**src/rtl/iter_div_axis.sv**
```systemverilog
// Iterative radix-2 restoring divider with AXI-stream-style divisor/dividend/dout channels.
// One quotient bit per cycle; signed or unsigned operation chosen at elaboration.
module iter_div_axis #(
  parameter bit          SIGNED = 1'b1,
  parameter int unsigned WIDTH  = 32
) (
  input  logic                 clk,
  input  logic                 rst,
  input  logic [WIDTH-1:0]     s_axis_divisor_tdata,
  input  logic                 s_axis_divisor_tvalid,
  output logic                 s_axis_divisor_tready,
  input  logic [WIDTH-1:0]     s_axis_dividend_tdata,
  input  logic                 s_axis_dividend_tvalid,
  output logic                 s_axis_dividend_tready,
  output logic [2*WIDTH-1:0]   m_axis_dout_tdata,
  output logic                 m_axis_dout_tvalid
);

  localparam int unsigned CW = $clog2(WIDTH + 1);

  typedef enum logic [1:0] {StIdle, StCalc, StDone} state_e;

  state_e           state_q;
  logic [CW-1:0]    cnt_q;
  logic [WIDTH-1:0] rem_q;
  logic [WIDTH-1:0] quo_q;
  logic [WIDTH-1:0] dvsr_q;
  logic [WIDTH-1:0] dvnd_q;
  logic             q_neg_q;
  logic             r_neg_q;
  logic             dz_q;
  logic             ready_q;

  logic             a_neg, b_neg, accept;
  logic [WIDTH-1:0] a_mag, b_mag;
  logic [WIDTH:0]   rem_sh;
  logic             ge;
  logic [WIDTH-1:0] diff, rem_nx, quo_nx, q_fin, r_fin;

  assign s_axis_divisor_tready  = ready_q;
  assign s_axis_dividend_tready = ready_q;

  assign accept = (state_q == StIdle) && s_axis_divisor_tvalid && s_axis_dividend_tvalid;

  always_comb begin
    a_neg = SIGNED && s_axis_dividend_tdata[WIDTH-1];
    b_neg = SIGNED && s_axis_divisor_tdata[WIDTH-1];
    // Magnitude of the most negative value wraps to itself, which is correct as unsigned.
    a_mag = a_neg ? -s_axis_dividend_tdata : s_axis_dividend_tdata;
    b_mag = b_neg ? -s_axis_divisor_tdata : s_axis_divisor_tdata;

    rem_sh = {rem_q, quo_q[WIDTH-1]};
    ge     = rem_sh >= {1'b0, dvsr_q};
    diff   = rem_sh[WIDTH-1:0] - dvsr_q;
    rem_nx = ge ? diff : rem_sh[WIDTH-1:0];
    quo_nx = {quo_q[WIDTH-2:0], ge};

    q_fin = q_neg_q ? -quo_nx : quo_nx;
    r_fin = r_neg_q ? -rem_nx : rem_nx;
    if (dz_q) begin
      q_fin = '1;
      r_fin = dvnd_q;
    end
  end

  always_ff @(posedge clk) begin
    if (rst) begin
      state_q            <= StIdle;
      cnt_q              <= '0;
      rem_q              <= '0;
      quo_q              <= '0;
      dvsr_q             <= '0;
      dvnd_q             <= '0;
      q_neg_q            <= 1'b0;
      r_neg_q            <= 1'b0;
      dz_q               <= 1'b0;
      ready_q            <= 1'b1;
      m_axis_dout_tvalid <= 1'b0;
      m_axis_dout_tdata  <= '0;
    end else begin
      unique case (state_q)
        StIdle: begin
          if (accept) begin
            state_q <= StCalc;
            cnt_q   <= CW'(WIDTH);
            rem_q   <= '0;
            quo_q   <= a_mag;
            dvsr_q  <= b_mag;
            dvnd_q  <= s_axis_dividend_tdata;
            q_neg_q <= a_neg ^ b_neg;
            r_neg_q <= a_neg;
            dz_q    <= (s_axis_divisor_tdata == '0);
            ready_q <= 1'b0;
          end
        end
        StCalc: begin
          rem_q <= rem_nx;
          quo_q <= quo_nx;
          cnt_q <= cnt_q - 1'b1;
          if (cnt_q == CW'(1)) begin
            state_q            <= StDone;
            m_axis_dout_tvalid <= 1'b1;
            m_axis_dout_tdata  <= {q_fin, r_fin};
          end
        end
        StDone: begin
          state_q            <= StIdle;
          m_axis_dout_tvalid <= 1'b0;
          ready_q            <= 1'b1;
        end
        default: state_q <= StIdle;
      endcase
    end
  end

endmodule

```
**config.mk**
```make
export PLATFORM = sky130hd
export DESIGN_NAME = iter_div_axis
export DESIGN_NICKNAME = d
export VERILOG_FILES = /design/src/rtl/iter_div_axis.sv
export SDC_FILE = /design/constraint.sdc
export NUM_CORES = 1
export LEC_CHECK = 0
export BUFFER_PORTS_ARGS = -buffer_cell sky130_fd_sc_hd__buf_2
export CORE_ASPECT_RATIO = 0.5
export CORE_MARGIN = 2
export CORE_UTILIZATION = 30
export CTS_CLUSTER_SIZE = 25
export DETAILED_ROUTE_END_ITERATION = 8
export GPL_ROUTABILITY_DRIVEN = 0
export GPL_TIMING_DRIVEN = 0
export PLACE_DENSITY_LB_ADDON = 0.2
export SETUP_SLACK_MARGIN = 0.2
export SLEW_MARGIN = 20
export SYNTH_ARGS = -nofsm -noshare
export SYNTH_HDL_FRONTEND = slang
export SYNTH_SLANG_ARGS = --single-unit
```
**constraint.sdc**
```tcl
create_clock -name clk -period 10.35 [get_ports clk]
set_input_delay 1.5525 -clock clk [delete_from_list [all_inputs] [get_ports clk]]
set_output_delay 1.5525 -clock clk [all_outputs]
set_load 0.05 [all_outputs]
```
==> metrics.md <==
| Metric | Value |
|---|---|
| Wire length of the first global-routing pass | between 70 and 80 mm |
| Wire length per cell after detailed routing | between 20 and 25 um |
| Top cell family by delay on the critical path | buffers and inverters |
| Final period utilization | 0.597 |
| Number of global-route vias before repair | about 13000 |
| Number of synthesized flops with an enable pin | 0 |
| Growth of design area from synthesis to finish | 16.8% |
| Worst slack at placement | 4.38 ns |
| Count of antenna-violating nets left after detailed routing | 0 |
| Data required time of the worst path | 10.75 ns |
| Core area | 0.0423 mm^2 |
| Post-Synthesis Net Count | 1794 |
| Number of setup buffers added after CTS | 0 |
| Initial Utilization | 0.306 |
| Highest clock frequency the design can meet | 0.162 GHz |
| Setup TNS | 0 ns |
| Post-synthesis cell count | around 1700 |
| Layout cell share with drive strength beyond 1 | 0.118 |
| Number of hold buffers added after CTS | 0 |
| Port Buffer Count | 134 |
| Final cell count without fillers | 2438 |
| Max-capacitance violation count | 0 |
| Tot GR Track Use | 0.218 |
| Width of the die | 298 um |
| Average cell area after synthesis | ~7.7 um^2 |
| Number of design rule violations left after detail routing | 0 |
| Crit path buffers/inverters | 6 |
| Average vias per placed instance | between 5 and 6 |
| CTS tree | built |
| Commonest cells after routing, fill and taps aside | 225 x sky130_fd_sc_hd__nand2_1, 204 x sky130_fd_sc_hd__dfxtp_1, 163 x sky130_fd_sc_hd__nor2_1, 148 x sky130_fd_sc_hd__buf_2, 142 x sky130_fd_sc_hd__a21oi_1 |
| Final Net Count | 1952 |
| Worst Setup Start Kind | flip-flop |
| Initial drt markers | 1158 |
| Run status | completed |
| Slew margin rel. | 0.330 |
| Die boundary height | between 150 and 200 um |
| Share of synthesized flip-flops with an asynchronous set or reset | 0 |
| Worst hold path class | flip-flop to flip-flop |
| Power density over the cells | 236 mW/mm^2 |
| Resized cells post-CTS | 0 |
| Final Skew | 0.0193 ns |
| Via total after detailed routing | between 10000 and 15000 |
| Slew of the pin with the lowest slew margin | between 1 and 1.5 ns |
| Clk sink count | roughly 200 |
| Class of the most critical setup path | flip-flop to flip-flop |
| Crit path max fanout | 10 |
| Pin count of the biggest net entering global routing | 14 |
| Clock period minus final worst setup slack | 6.18 ns |
| Die Footprint | 0.0450 mm^2 |
| Post-place instance area | ~0.014 mm^2 |
| Fin. max-slew vios | 0 |
| Post-synthesis cell area | around 0.013 mm^2 |
| Number of warning messages in the yosys log | 0 |
| CP cell instances | ha_1 -> clkbuf_1 -> nand4_1 -> nor4_1 -> nand3_1 -> o211ai_1 -> or2_1 -> buf_2 -> buf_4 -> buf_4 -> buf_2 -> mux2i_1 -> ha_1 -> inv_1 -> nor3_1 -> a41oi_1 -> o311ai_0 -> o41ai_1 -> a311oi_1 -> a211oi_1 |
| Worst EP arrival | around 6.6 ns |
| Total congestion overflow after global routing | 0 |
| Number of placement rows | between 50 and 60 |
| Insertion delay of the later-clocked pin in the worst-skew pair | about 0.55 ns |
| Initial antenna violation count | 3 |
| Leakage power figure | 5.72 nW |
| Most common cell after layout, fill and taps aside | sky130_fd_sc_hd__nand2_1 |
| Aggregate routed wire length | ~49 mm |
| Worst hold margin | approximately 0.45 ns |
| Sequential fraction of the synthesis area | 0.315 |
| H-Tree Depth | 1 |
| Master cell of the clock root buffer | sky130_fd_sc_hd__clkbuf_16 |
| Number of top-level pins | about 140 |
| First-pass detailed-route iteration total | 5 |
| Dominant register cell in the synthesized netlist | sky130_fd_sc_hd__dfxtp_1 |
| Peak supply drop | between 0.1 and 0.15 mV |
| Critical Path Max Stage Delay | about 0.5 ns |
| Clock buffers created by TritonCTS | 22 |
| Final non-filler cell area | between 0.015 and 0.02 mm^2 |
| Post-detailed-placement half-perimeter wirelength | just under 40 mm |
| Setup slack after layout | about 4.2 ns |
| Max Root-Sink Buffers | 3 |
| Clock-pin slew of the registers on the worst-case setup and hold paths | around 0.06 ns |
| Crit end category | flip-flop |
| Yosys reg bits | 204 |
| Count of unique library cells instantiated by Yosys | 85 |
| Placed instance count | approximately 2400 |
| Crit path max-delay cell type | sky130_fd_sc_hd__nor4_1 |
| Total of endpoints with negative setup slack in the final report | 0 |
| Unrepaired setup endpoints after global routing | no |
| Hold Violations, Final | 0 |
-- sequential cells by signal (all words and copies together) (netlist names) --
| name | cells |
|---|---|
| cnt_q | 6 |
| dvnd_q | 32 |
| dvsr_q | 32 |
| dz_q | 1 |
| m_axis_dout_tdata | 64 |
| m_axis_dout_tvalid | 1 |
| q_neg_q | 1 |
| quo_q | 32 |
| rem_q | 32 |
| s_axis_dividend_tready | 1 |
| state_q | 2 |
-- kinds of logic (layout without fill, tap and decap cells) --
| kind of cell | Yosys count | in the layout | synth area share |
|---|---|---|---|
| AND/OR/NAND/NOR | 574 | 574 | 0.207 |
| AO/OA/AOI/OAI | 542 | 542 | 0.276 |
| flip-flops | 204 | 204 | 0.315 |
| buffers and inverters | 169 | 341 | 0.0518 |
| XOR/XNOR | 129 | 129 | 0.0878 |
| adder cells (fa/ha/maj) | 39 | 39 | 0.0383 |
| multiplexers | 30 | 30 | 0.0234 |
| other | 0 | 2 | 0 |
-- power breakdown --
group | internal, mW | switching [mW]
Combinational | 0.621 | 1.21
Sequential | 0.830 | 0.0522
Clock | 0.506 | 0.353
-- worst reg2reg max path, cell delays in order, from the launching register on --
cell	delay [ns]
sky130_fd_sc_hd__dfxtp_1	0.41
sky130_fd_sc_hd__ha_1	0.32
sky130_fd_sc_hd__clkbuf_1	0.34
sky130_fd_sc_hd__nand4_1	0.21
sky130_fd_sc_hd__nor4_1	0.50
sky130_fd_sc_hd__nand3_1	0.19
sky130_fd_sc_hd__o211ai_1	0.12
sky130_fd_sc_hd__or2_1	0.21
sky130_fd_sc_hd__buf_2	0.25
sky130_fd_sc_hd__buf_4	0.25
sky130_fd_sc_hd__buf_4	0.23
sky130_fd_sc_hd__buf_2	0.41
sky130_fd_sc_hd__mux2i_1	0.36
sky130_fd_sc_hd__ha_1	0.32
sky130_fd_sc_hd__inv_1	0.16
sky130_fd_sc_hd__nor3_1	0.50
sky130_fd_sc_hd__a41oi_1	0.22
sky130_fd_sc_hd__o311ai_0	0.31
sky130_fd_sc_hd__o41ai_1	0.13
sky130_fd_sc_hd__a311oi_1	0.46
sky130_fd_sc_hd__a211oi_1	0.15
-- synth_stat cells (6+ instances only) --
library cell | instances | area (um^2)
sky130_fd_sc_hd__nand4_1 | 12 | 75.1
sky130_fd_sc_hd__a211oi_1 | 71 | 533
sky130_fd_sc_hd__ha_1 | 38 | 475
sky130_fd_sc_hd__a22o_1 | 9 | 78.8
sky130_fd_sc_hd__o31ai_1 | 28 | 210
sky130_fd_sc_hd__nand2_1 | 225 | 845
sky130_fd_sc_hd__a21o_1 | 11 | 82.6
sky130_fd_sc_hd__buf_1 | 9 | 33.8
sky130_fd_sc_hd__inv_1 | 56 | 210
sky130_fd_sc_hd__mux2i_1 | 28 | 280
sky130_fd_sc_hd__nand2b_1 | 11 | 68.8
sky130_fd_sc_hd__nor2_1 | 163 | 612
sky130_fd_sc_hd__o211ai_1 | 12 | 90.1
sky130_fd_sc_hd__o21ai_1 | 11 | 55.1
sky130_fd_sc_hd__a31oi_1 | 13 | 81.3
sky130_fd_sc_hd__a22oi_1 | 32 | 240
sky130_fd_sc_hd__nand3_1 | 25 | 125
sky130_fd_sc_hd__a211o_1 | 6 | 52.6
sky130_fd_sc_hd__clkbuf_1 | 84 | 315
sky130_fd_sc_hd__or4_1 | 9 | 67.6
sky130_fd_sc_hd__nor4_1 | 19 | 119
sky130_fd_sc_hd__xor2_1 | 70 | 613
sky130_fd_sc_hd__nor3_1 | 34 | 170
sky130_fd_sc_hd__o41ai_1 | 20 | 175
sky130_fd_sc_hd__buf_2 | 14 | 70.1
sky130_fd_sc_hd__xnor2_1 | 58 | 508
sky130_fd_sc_hd__a21oi_1 | 142 | 711
sky130_fd_sc_hd__dfxtp_1 | 204 | 4080
sky130_fd_sc_hd__o21ai_0 | 112 | 561
sky130_fd_sc_hd__a311oi_1 | 16 | 140
sky130_fd_sc_hd__and3_1 | 12 | 75.1
sky130_fd_sc_hd__or2_2 | 8 | 50.1
sky130_fd_sc_hd__or3_1 | 21 | 131
-- metal layers --
metal  share of wire  global-route usage  wire [um]  vias to the layer above
met5               0                   0          0                        -
met4           0.030              0.0714       1480                        0
met3           0.058              0.0270       2860                       79
met2            0.44               0.353      21900                      422
met1            0.47               0.303      23200                     6304
li1                -                   -          -                     6436
-- layout make-up --
cell class                 instances  area (um^2)
clock inverter                     6          134
buffer                           111          453
multi-input combinational       1314         8200
antenna                            2         5.00
timing repair buffer             134          671
inverter                          58          218
tap                              577          722
sequential                       204         4080
fill                            4668        27200
clock buffer                      32          638
-- per-stage QoR --
step / power, mW / utilization
floorplan: 2.15 / -
global placement: 2.68 / 0.339
detailed placement: 2.67 / 0.339
CTS: 3.54 / 0.357
global route: 3.78 / 0.358
finish: 3.57 / 0.358
-- final timing paths --
kind,startpoint,endpoint,slack [ns],depth (start not counted)
worst min register to register,dvnd_q[28]$_SDFFE_PP0P_,dvnd_q[28]$_SDFFE_PP0P_,0.45,2
worst min-delay path,dvnd_q[28]$_SDFFE_PP0P_,dvnd_q[28]$_SDFFE_PP0P_,0.45,2
worst max-delay path,rem_q[14]$_SDFFE_PP0P_,m_axis_dout_tdata[26]$_SDFFE_PP0P_,4.17,20
worst max register to register,rem_q[14]$_SDFFE_PP0P_,m_axis_dout_tdata[26]$_SDFFE_PP0P_,4.17,20
Note: power is estimated with default switching activity, not from simulation.
